<file path="src/rtl/hazard_ctrl.sv">
// hazard_ctrl: stall/flush/forward controller for the 5-stage RV32 pipeline.
// Detects load-use hazards by register compare, selects EX operand forwarding,
// holds EX for the multi-cycle mul/div unit, and counts hazard events.
//
// Ports
//   i_clk, i_rst                        clock, synchronous active-high reset
//   i_id_*                              ID-stage valid, register-use flags, source regs
//   i_ex_*                              EX-stage flags, source/destination regs, redirect
//   i_mem_*, i_wb_*                     MEM/WB destination write info
//   o_stall_if, o_stall_id              hold PC and IF/ID
//   o_hold_ex                           hold ID/EX
//   o_bubble_ex, o_bubble_mem           insert NOP into ID/EX, EX/MEM
//   o_flush_if_id                       kill IF/ID
//   o_fwd_a, o_fwd_b                    00 regfile, 01 EX/MEM, 10 MEM/WB
//   o_muldiv_start, o_muldiv_done       one-cycle pulses to the mul/div unit
//   o_muldiv_busy                       mul/div sequencer is BUSY
//   o_stall_cnt, o_flush_cnt, o_muldiv_cnt  wrapping performance counters
module hazard_ctrl #(
    parameter int unsigned MUL_LAT = 3,
    parameter int unsigned DIV_LAT = 33,
    parameter int unsigned CNT_W   = 32
) (
    input  logic             i_clk,
    input  logic             i_rst,
    input  logic             i_id_valid,
    input  logic             i_id_uses_rs1,
    input  logic             i_id_uses_rs2,
    input  logic [4:0]       i_id_ra1,
    input  logic [4:0]       i_id_ra2,
    input  logic             i_ex_valid,
    input  logic             i_ex_is_load,
    input  logic             i_ex_reg_write_en,
    input  logic             i_ex_is_muldiv,
    input  logic             i_ex_is_div,
    input  logic [4:0]       i_ex_ra1,
    input  logic [4:0]       i_ex_ra2,
    input  logic [4:0]       i_ex_wa3,
    input  logic             i_ex_redirect,
    input  logic             i_mem_reg_write_en,
    input  logic             i_mem_is_load,
    input  logic [4:0]       i_mem_wa3,
    input  logic             i_wb_reg_write_en,
    input  logic [4:0]       i_wb_wa3,
    output logic             o_stall_if,
    output logic             o_stall_id,
    output logic             o_hold_ex,
    output logic             o_bubble_ex,
    output logic             o_bubble_mem,
    output logic             o_flush_if_id,
    output logic [1:0]       o_fwd_a,
    output logic [1:0]       o_fwd_b,
    output logic             o_muldiv_start,
    output logic             o_muldiv_done,
    output logic             o_muldiv_busy,
    output logic [CNT_W-1:0] o_stall_cnt,
    output logic [CNT_W-1:0] o_flush_cnt,
    output logic [CNT_W-1:0] o_muldiv_cnt
);

    localparam int unsigned MAX_LAT = (DIV_LAT > MUL_LAT) ? DIV_LAT : MUL_LAT;
    // Counter only ever holds LAT-2 down to 0.
    localparam int unsigned CW = (MAX_LAT >= 3) ? $clog2(MAX_LAT - 1) : 1;
    localparam logic [CW-1:0] MUL_LOAD = CW'(MUL_LAT - 2);
    localparam logic [CW-1:0] DIV_LOAD = CW'(DIV_LAT - 2);

    localparam logic [1:0] FWD_RF  = 2'b00;
    localparam logic [1:0] FWD_MEM = 2'b01;
    localparam logic [1:0] FWD_WB  = 2'b10;

    typedef enum logic {
        IDLE = 1'b0,
        BUSY = 1'b1
    } state_t;

    state_t          r_state;
    state_t          w_state_nxt;
    logic [CW-1:0]   r_cnt;
    logic [CW-1:0]   w_cnt_nxt;
    logic [CNT_W-1:0] r_stall_cnt;
    logic [CNT_W-1:0] r_flush_cnt;
    logic [CNT_W-1:0] r_muldiv_cnt;
    logic            w_lu;
    logic            w_held;

    // Operand source select; MEM wins over WB, loads in MEM have no result yet.
    function automatic logic [1:0] fwd_sel(
        input logic [4:0] ra,
        input logic       mem_we,
        input logic       mem_ld,
        input logic [4:0] mem_wa,
        input logic       wb_we,
        input logic [4:0] wb_wa
    );
        logic [1:0] sel;
        sel = FWD_RF;
        if (mem_we && !mem_ld && (mem_wa != 5'd0) && (mem_wa == ra)) begin
            sel = FWD_MEM;
        end else if (wb_we && (wb_wa != 5'd0) && (wb_wa == ra)) begin
            sel = FWD_WB;
        end
        return sel;
    endfunction

    // Load in EX whose destination is read by the instruction in ID.
    assign w_lu = i_ex_valid && i_ex_is_load && i_ex_reg_write_en && (i_ex_wa3 != 5'd0)
               && i_id_valid
               && ((i_id_uses_rs1 && (i_id_ra1 == i_ex_wa3))
                || (i_id_uses_rs2 && (i_id_ra2 == i_ex_wa3)));

    // State, sequencer counter and performance counters.
    always_ff @(posedge i_clk) begin
        if (i_rst) begin
            r_state      <= IDLE;
            r_cnt        <= '0;
            r_stall_cnt  <= '0;
            r_flush_cnt  <= '0;
            r_muldiv_cnt <= '0;
        end else begin
            r_state      <= w_state_nxt;
            r_cnt        <= w_cnt_nxt;
            r_stall_cnt  <= r_stall_cnt + CNT_W'(o_stall_id);
            r_flush_cnt  <= r_flush_cnt + CNT_W'(o_flush_if_id);
            r_muldiv_cnt <= r_muldiv_cnt + CNT_W'(o_muldiv_start);
        end
    end

    // Next state and all pipeline controls; reset forces every control low.
    always_comb begin
        w_state_nxt    = r_state;
        w_cnt_nxt      = r_cnt;
        w_held         = 1'b0;
        o_stall_if     = 1'b0;
        o_stall_id     = 1'b0;
        o_hold_ex      = 1'b0;
        o_bubble_ex    = 1'b0;
        o_bubble_mem   = 1'b0;
        o_flush_if_id  = 1'b0;
        o_fwd_a        = FWD_RF;
        o_fwd_b        = FWD_RF;
        o_muldiv_start = 1'b0;
        o_muldiv_done  = 1'b0;
        o_muldiv_busy  = 1'b0;

        if (!i_rst) begin
            o_fwd_a = fwd_sel(i_ex_ra1, i_mem_reg_write_en, i_mem_is_load, i_mem_wa3,
                              i_wb_reg_write_en, i_wb_wa3);
            o_fwd_b = fwd_sel(i_ex_ra2, i_mem_reg_write_en, i_mem_is_load, i_mem_wa3,
                              i_wb_reg_write_en, i_wb_wa3);
            o_muldiv_busy = (r_state == BUSY);

            case (r_state)
                IDLE: begin
                    if (i_ex_valid && i_ex_is_muldiv) begin
                        o_muldiv_start = 1'b1;
                        w_held         = 1'b1;
                        w_cnt_nxt      = i_ex_is_div ? DIV_LOAD : MUL_LOAD;
                        w_state_nxt    = BUSY;
                    end
                end
                BUSY: begin
                    if (r_cnt != '0) begin
                        w_held    = 1'b1;
                        w_cnt_nxt = r_cnt - CW'(1);
                    end else begin
                        // Last EX cycle: release so the result moves to MEM.
                        o_muldiv_done = 1'b1;
                        w_state_nxt   = IDLE;
                    end
                end
                default: w_state_nxt = IDLE;
            endcase

            if (w_held) begin
                o_hold_ex    = 1'b1;
                o_stall_if   = 1'b1;
                o_stall_id   = 1'b1;
                o_bubble_mem = 1'b1;
            end else if (i_ex_redirect) begin
                o_flush_if_id = 1'b1;
                o_bubble_ex   = 1'b1;
            end else if (w_lu) begin
                o_stall_if  = 1'b1;
                o_stall_id  = 1'b1;
                o_bubble_ex = 1'b1;
            end
        end
    end

    assign o_stall_cnt  = r_stall_cnt;
    assign o_flush_cnt  = r_flush_cnt;
    assign o_muldiv_cnt = r_muldiv_cnt;

endmodule

</file>
<file path="config.mk">
export PLATFORM = sky130hd
export DESIGN_NAME = hazard_ctrl
export DESIGN_NICKNAME = d
export VERILOG_FILES = /design/src/rtl/hazard_ctrl.sv
export SDC_FILE = /design/constraint.sdc
export NUM_CORES = 1
export LEC_CHECK = 0
export CORE_UTILIZATION = 49
export CTS_BUF_LIST = sky130_fd_sc_hd__clkbuf_2
export DETAILED_ROUTE_END_ITERATION = 10
export PLACE_DENSITY_LB_ADDON = 0.3
export SLEW_MARGIN = 20
export SYNTH_ARGS = -nofsm -noshare
export SYNTH_HDL_FRONTEND = slang
export SYNTH_SLANG_ARGS = --single-unit
export TNS_END_PERCENT = 10
</file>
<file path="constraint.sdc">
create_clock -name i_clk -period 4.6 [get_ports i_clk]
set_clock_uncertainty 0.1 [all_clocks]
set_input_delay 1.38 -clock i_clk [delete_from_list [all_inputs] [get_ports i_clk]]
set_output_delay 1.38 -clock i_clk [all_outputs]
set_load 0.005 [all_outputs]
</file>
==> flow_summary_export.csv, run 1 <==
group,metric,value,unit
logic_synthesis,synthCells,627,
drt,vias_per_cell,5.85,
status,status,"complete, but fails checks",
drt,drc_errors,0,
power_and_ir_drop,ir_drop,0.162,mV
logic_synthesis,synthArstFlopShare,0,%
logic_synthesis,synth_commonest_cells,"dfxtp_1, a21oi_1, xor2_1",
cts,cts.clk_slew.worst_paths,0.31,ns
flow_run,maxCapViolCount,0,
die,dieArea,11200,sq um
sta,maxSlewViolCount,0,
logic_synthesis,synth_most_common_cell,"dfxtp_1",
status,violations,"setup timing",
global_route,grt_pass1_wl,22.8,mm
place,dp_slack,-0.375,ns
power_and_ir_drop,switching_share,26.2,%
layout,nNetsFinal,839,
setup_path,slowest_delay,0.54,ns
power_and_ir_drop,p_sw,399,uW
cts,cts_hold_buf,0,
setup_path,crit_top_cell,"clkdlybuf4s50_1",
sta,max-slew-margin-rel,34.8,%
layout,antenna_cells,0,
logic_synthesis,yosysSeqAreaShare,38.7,%
die,ioPinCount,158,
logic_synthesis,synth_flop_cell,"dfxtp_1",
setup_path,critPathBufInv,2,
logic_synthesis,synth_cell_types,37,
power_and_ir_drop,p_total,1520,uW
cts,cts_buffers,9,
die,die_w,106,um
logic_synthesis,synth_top_area_share,38.7,%
sta,finalCriticalPeriod,4.67,ns
drt,wl_per_cell,14.7,um
setup_path,cp-start-kind,"input port",
logic_synthesis,synth_top_area_cell,"dfxtp_1",
sta,timing_hold_violations_final,0,
drt,ant_nets,0,
hold_path,hold_path.class,"register to register",
die,chipHeight,106,um
setup_path,cp.arrival,3.19,ns
die,rows,37,
sta,rsz0062_at_grt,"true",
die,core_area,10400,sq um
layout,area_growth,36.4,%
sta,period_share,102,%
cts,htreeDepth,3,
sta,setup_viol,1,
logic_synthesis,syn-cell-area,5280,sq um
cts,clock_sinks,102,
setup_path,path_max_fanout,2,
setup_path,cp.required,3.12,ns
logic_synthesis,syn-num-nets,684,
cts,clk_latency,0.56,ns
place,port_buffers,157,
cts,cts_tree,"yes",
setup_path,endpoint_kind,"primary output",
cts,clk_path_buf_depth,2,
logic_synthesis,avgSynthCellArea,8.43,sq um
power_and_ir_drop,power.share.combinational,11.0,%
global_route,grt_use_total,24.2,%
die,start_util,50.9,%
setup_path,crit_type,"input port to primary output",
cts,cts_root_buf,"clkbuf_2",
sta,fin_ws,-0.0703,ns
place,post-dp-hpwl,9.91,mm
drt,wirelength,13.6,mm
global_route,antenna_found_initial,0,
global_route,gr-total-overflow,0,
sta,max_freq,214,MHz
place,gp_congestion,0.923,
power_and_ir_drop,leakage,0.00242,uW
drt,vias,5403,
logic_synthesis,ys_ff_latch,102,
global_route,grt_pass1_vias,5073,
drt,drt_first_pass_iters,5,
power_and_ir_drop,power.density,211,nW/um^2
power_and_ir_drop,p_int,1120,uW
logic_synthesis,yosys-top-cells-area,"dfxtp_1, xor2_1, a21oi_1, or4_1, o31ai_1",
logic_synthesis,synth_edf_count,0,
setup_path,cp_top_family,"buffers and inverters",
drt,drt_iter0_drc,196,
power_and_ir_drop,seq_power_share,59.5,%
setup_path,path_cells,"clkdlybuf4s50_1 -> or4_4 -> o21ai_4 -> nor4_2 -> o31a_1 -> clkdlybuf4s50_1",
power_and_ir_drop,clockPowerShare,29.5,%
setup_path,cpMaxStageDelayCell,"or4_4",
logic_synthesis,synth_warnings,0,
layout,drive_gt1_share,6.48,%
sta,worst_slew_pin_slew,0.975,ns
global_route,grt_max_degree,56,
[routing by layer]
metal  global-route usage, %  up-vias  routed length, um
met5                       0        -                  0
li1                        -     2664                  -
met3                    5.01       13                616
met4                    8.63        0                123
met2                    41.5      142               6860
met1                    30.0     2584               5990
[area by class of cell]
type / instances / area [sq um]
Multi-Input combinational cell: 480 / 3100
Tap cell: 136 / 170
Timing Repair Buffer: 179 / 1730
Sequential cell: 102 / 2040
Clock inverter: 7 / 80.1
Clock buffer: 9 / 45.0
Fill cell: 836 / 3160
Inverter: 10 / 37.5
[flip-flops by register name, indices dropped and copies added (netlist names)]
signal and cells:
r_state 1, o_flush_cnt 32, o_stall_cnt 32, r_cnt 5
o_muldiv_cnt 32
[worst min-delay path, delay by kind of cell, from the launching register on]
family	cells	cell delay, ns
flops	1	0.39
compound gates	2	0.13
[placed cells by master (no fill, tap or decap), types with 7 or more instances in the layout]
cell	instances
or4_1	37
o21ai_0	25
or3_1	19
xor2_1	43
xnor2_1	21
clkbuf_2	11
nand2_1	30
nor3_1	7
nor2b_1	8
nand3_1	34
buf_4	23
o31ai_1	37
and4_1	21
ha_1	8
clkdlybuf4s50_1	145
dfxtp_1	102
nand4_1	35
inv_1	9
and3_1	15
a21oi_1	59
nor2_1	41
nor4_1	8
[final timing paths]
path                                        from               end  slack [ns]  cells past startpoint
worst max-delay path                 i_wb_wa3[2]        o_fwd_a[1]       -0.07                      6
worst min-delay path            o_muldiv_cnt[31]  o_muldiv_cnt[31]        0.41                      2
worst max register to register          r_cnt[0]   o_flush_cnt[24]        1.02                     13
worst min register to register  o_muldiv_cnt[31]  o_muldiv_cnt[31]        0.41                      2
[metrics by stage]
| stage | instance area, sq um | util [%] | hold WS, ns | cells | TNS [ns] |
|---|---|---|---|---|---|
| floorplan | 5280 | - | 0.368 | 627 | 0 |
| global placement | 7030 | 67.8 | 0.362 | 906 | -0.916 |
| detailed placement | 7030 | 67.8 | 0.374 | 906 | -1.22 |
| CTS | 7160 | 69.1 | 0.414 | 923 | -0.158 |
| global route | 7210 | 69.5 | 0.434 | 923 | -0.0899 |
| finish | 7210 | 69.5 | 0.413 | 923 | -0.0703 |
[power groups by stage]
stage	Sequential, uW	Combinational (uW)	Clock [uW]
4_1_cts	904	163	466
2_1_floorplan	917	72.5	0
5_1_grt	906	182	499
3_3_place_gp	918	158	0
6_report	904	167	449
3_5_place_dp	918	163	0
[cell families after synthesis]
logic type / after synthesis / synth area share (%)
AO/OA/AOI/OAI: 134 / 15.1
XOR/XNOR: 64 / 10.6
adder cells (fa/ha/maj): 8 / 1.89
buffers and inverters: 45 / 3.60
flip-flops: 102 / 38.7
AND/OR/NAND/NOR: 274 / 30.2
[repair_timing]
item | 4_1_cts | 5_1_grt
pin swaps | 4 | 8
resized for setup | 10 | 17
endpoints found under the setup margin | 5 | 9
setup buffers | 1 | 0
Note: power is estimated with default switching activity, not from simulation.
==> run 2, diff against run 1 <==
--- a/config.mk
+++ b/config.mk
@@ -7,6 +7,7 @@
 export LEC_CHECK = 0
 export CORE_UTILIZATION = 49
 export CTS_BUF_LIST = sky130_fd_sc_hd__clkbuf_2
+export CTS_CLUSTER_SIZE = 14
 export DETAILED_ROUTE_END_ITERATION = 10
 export PLACE_DENSITY_LB_ADDON = 0.3
 export SLEW_MARGIN = 20
==> results of run 2 <==
Final layout, timing and power as in run 1 (identical DEF).
==> run 3, diff against run 2 <==
--- a/config.mk
+++ b/config.mk
@@ -10,6 +10,7 @@
 export CTS_CLUSTER_SIZE = 14
 export DETAILED_ROUTE_END_ITERATION = 10
 export PLACE_DENSITY_LB_ADDON = 0.3
+export SKIP_CTS_REPAIR_TIMING = 1
 export SLEW_MARGIN = 20
 export SYNTH_ARGS = -nofsm -noshare
 export SYNTH_HDL_FRONTEND = slang
==> run 3 against run 2 <==
The flow still finishes with violations (setup timing). Utilization grew 0.16 points. Register-to-register slack better by 0.02 ns. Worst hold slack about the same. Sequential power about the same. Critical path depth unchanged. Sequential cell count is the same. Via count is 0.11% higher. Count of clock-buffer cells in the layout unchanged. Clock power is essentially flat. Combinational power barely moved. Non-clock buffer count shrank 1. Sequential share of layout area shrank 0.064 points. Critical path type unchanged.
==> flow_summary_export.csv, run 3 (synthesized netlist as in run 1, its figures left out) <==
group,metric,value,unit
global_route,antenna_found_initial,0,
die,ioPinCount,158,
layout,nNetsFinal,838,
drt,wirelength,13.6,mm
drt,drt_first_pass_iters,5,
status,violations,"setup timing",
drt,drc_errors,0,
layout,fillers,836,
cts,cts_tree,"yes",
place,post-dp-hpwl,9.91,mm
sta,period_share,101,%
drt,wl_per_cell,14.8,um
setup_path,endpoint_kind,"primary output",
place,dp.cells,906,
global_route,gr-total-overflow,0,
setup_path,cp.required,3.12,ns
sta,fin_ws,-0.0490,ns
die,core_area,10400,sq um
sta,max-slew-margin-rel,34.9,%
place,gp_congestion,0.923,
setup_path,cp.arrival,3.17,ns
die,start_util,50.9,%
setup_path,path_cells,"clkdlybuf4s50_1 -> or4_4 -> o21ai_2 -> nor4_2 -> o31a_1 -> clkdlybuf4s50_1",
drt,drt_iter0_drc,209,
layout,drive_gt1_share,6.11,%
cts,cts_root_buf,"clkbuf_2",
power_and_ir_drop,leakage,0.00247,uW
cts,clk_latency,0.56,ns
setup_path,crit_type,"input port to primary output",
sta,timing_hold_violations_final,0,
die,chipHeight,106,um
sta,maxSlewViolCount,0,
layout,mostFrequentLayoutCell,"clkdlybuf4s50_1",
setup_path,crit_top_cell,"clkdlybuf4s50_1",
setup_path,cp-start-kind,"input port",
die,rows,37,
layout,final_cell_mix,"clkdlybuf4s50_1, dfxtp_1, a21oi_1",
drt,ant_nets,0,
drt,vias,5409,
setup_path,cpMaxStageDelayCell,"or4_4",
setup_path,path_max_fanout,2,
drt,vias_per_cell,5.87,
die,dieArea,11200,sq um
global_route,grt_max_degree,56,
die,die_w,106,um
global_route,grt_pass1_wl,22.7,mm
layout,antenna_cells,0,
sta,rsz0062_at_grt,"true",
setup_path,slowest_delay,0.54,ns
hold_path,hold_path.class,"register to register",
cts,clock_sinks,102,
cts,clk_path_buf_depth,2,
cts,cts_buffers,9,
status,status,"complete, but fails checks",
global_route,grt_pass1_vias,5053,
place,dp_slack,-0.375,ns
global_route,grt_use_total,24.1,%
sta,finalCriticalPeriod,4.65,ns
layout,instances_no_fill,922,
place,port_buffers,157,
cts,cts.clk_slew.worst_paths,0.30,ns
flow_run,maxCapViolCount,0,
power_and_ir_drop,ir_drop,0.161,mV
power_and_ir_drop,power.density,210,nW/um^2
sta,setup_viol,2,
sta,max_freq,215,MHz
layout,area_growth,36.7,%
sta,worst_slew_pin_slew,0.974,ns
cts,htreeDepth,3,
==> run 3: where the power goes <==
group | switching [uW] | total (uW) | leakage [uW] | internal, uW
Sequential | 7.95 | 904 | 0.000823 | 896
Clock | 314 | 448 | 0.0000764 | 135
Combinational | 76.0 | 167 | 0.00157 | 91.1
Total | 398 | 1520 | 0.00247 | 1120
==> run 3: path summary, 6_finish.rpt <==
check	from	end	slack, ns	cells past startpoint
hold / removal	o_muldiv_cnt[31]	o_muldiv_cnt[31]	0.41	2
hold reg to reg	o_muldiv_cnt[31]	o_muldiv_cnt[31]	0.41	2
setup / recovery	i_wb_wa3[1]	o_fwd_b[1]	-0.05	6
setup reg to reg	r_cnt[0]	o_flush_cnt[24]	1.04	13
==> run 3: cell type report <==
class                   count  area [sq um]  area share, %
clock buffers               9          45.0          0.624
well taps                 136           170           2.36
inverters                  10          37.5          0.520
flip-flops and latches    102          2040           28.3
repair buffers            178          1750           24.3
multi-input cells         480          3100           42.9
clock inverters             7          80.1           1.11
==> run 3: critical path, delay by kind of cell <==
kind | cells | cell delay [ns]
simple gates | 2 | 0.61
compound gates | 2 | 0.30
buf+inv | 2 | 0.88
==> run 3: layer usage <==
layer	vias up	track usage, %	part of all wire (%)
met2	134	41.2	50
met3	13	4.89	4.4
li1	2662	-	-
met4	0	8.43	0.94
met5	-	0	0
met1	2600	30.1	44
==> run 3: per-stage QoR <==
| stage | utilization (%) | area, sq um | setup TNS (ns) | total power (uW) | hold slack, ns |
|---|---|---|---|---|---|
| 2_1_floorplan | - | 5280 | 0 | 990 | 0.368 |
| 3_3_place_gp | 67.8 | 7030 | -0.916 | 1080 | 0.362 |
| 3_5_place_dp | 67.8 | 7030 | -1.22 | 1080 | 0.374 |
| 4_1_cts | 69.0 | 7150 | -1.20 | 1530 | 0.414 |
| 5_1_grt | 69.6 | 7220 | -0.164 | 1590 | 0.434 |
| 6_report | 69.6 | 7220 | -0.0865 | 1520 | 0.413 |
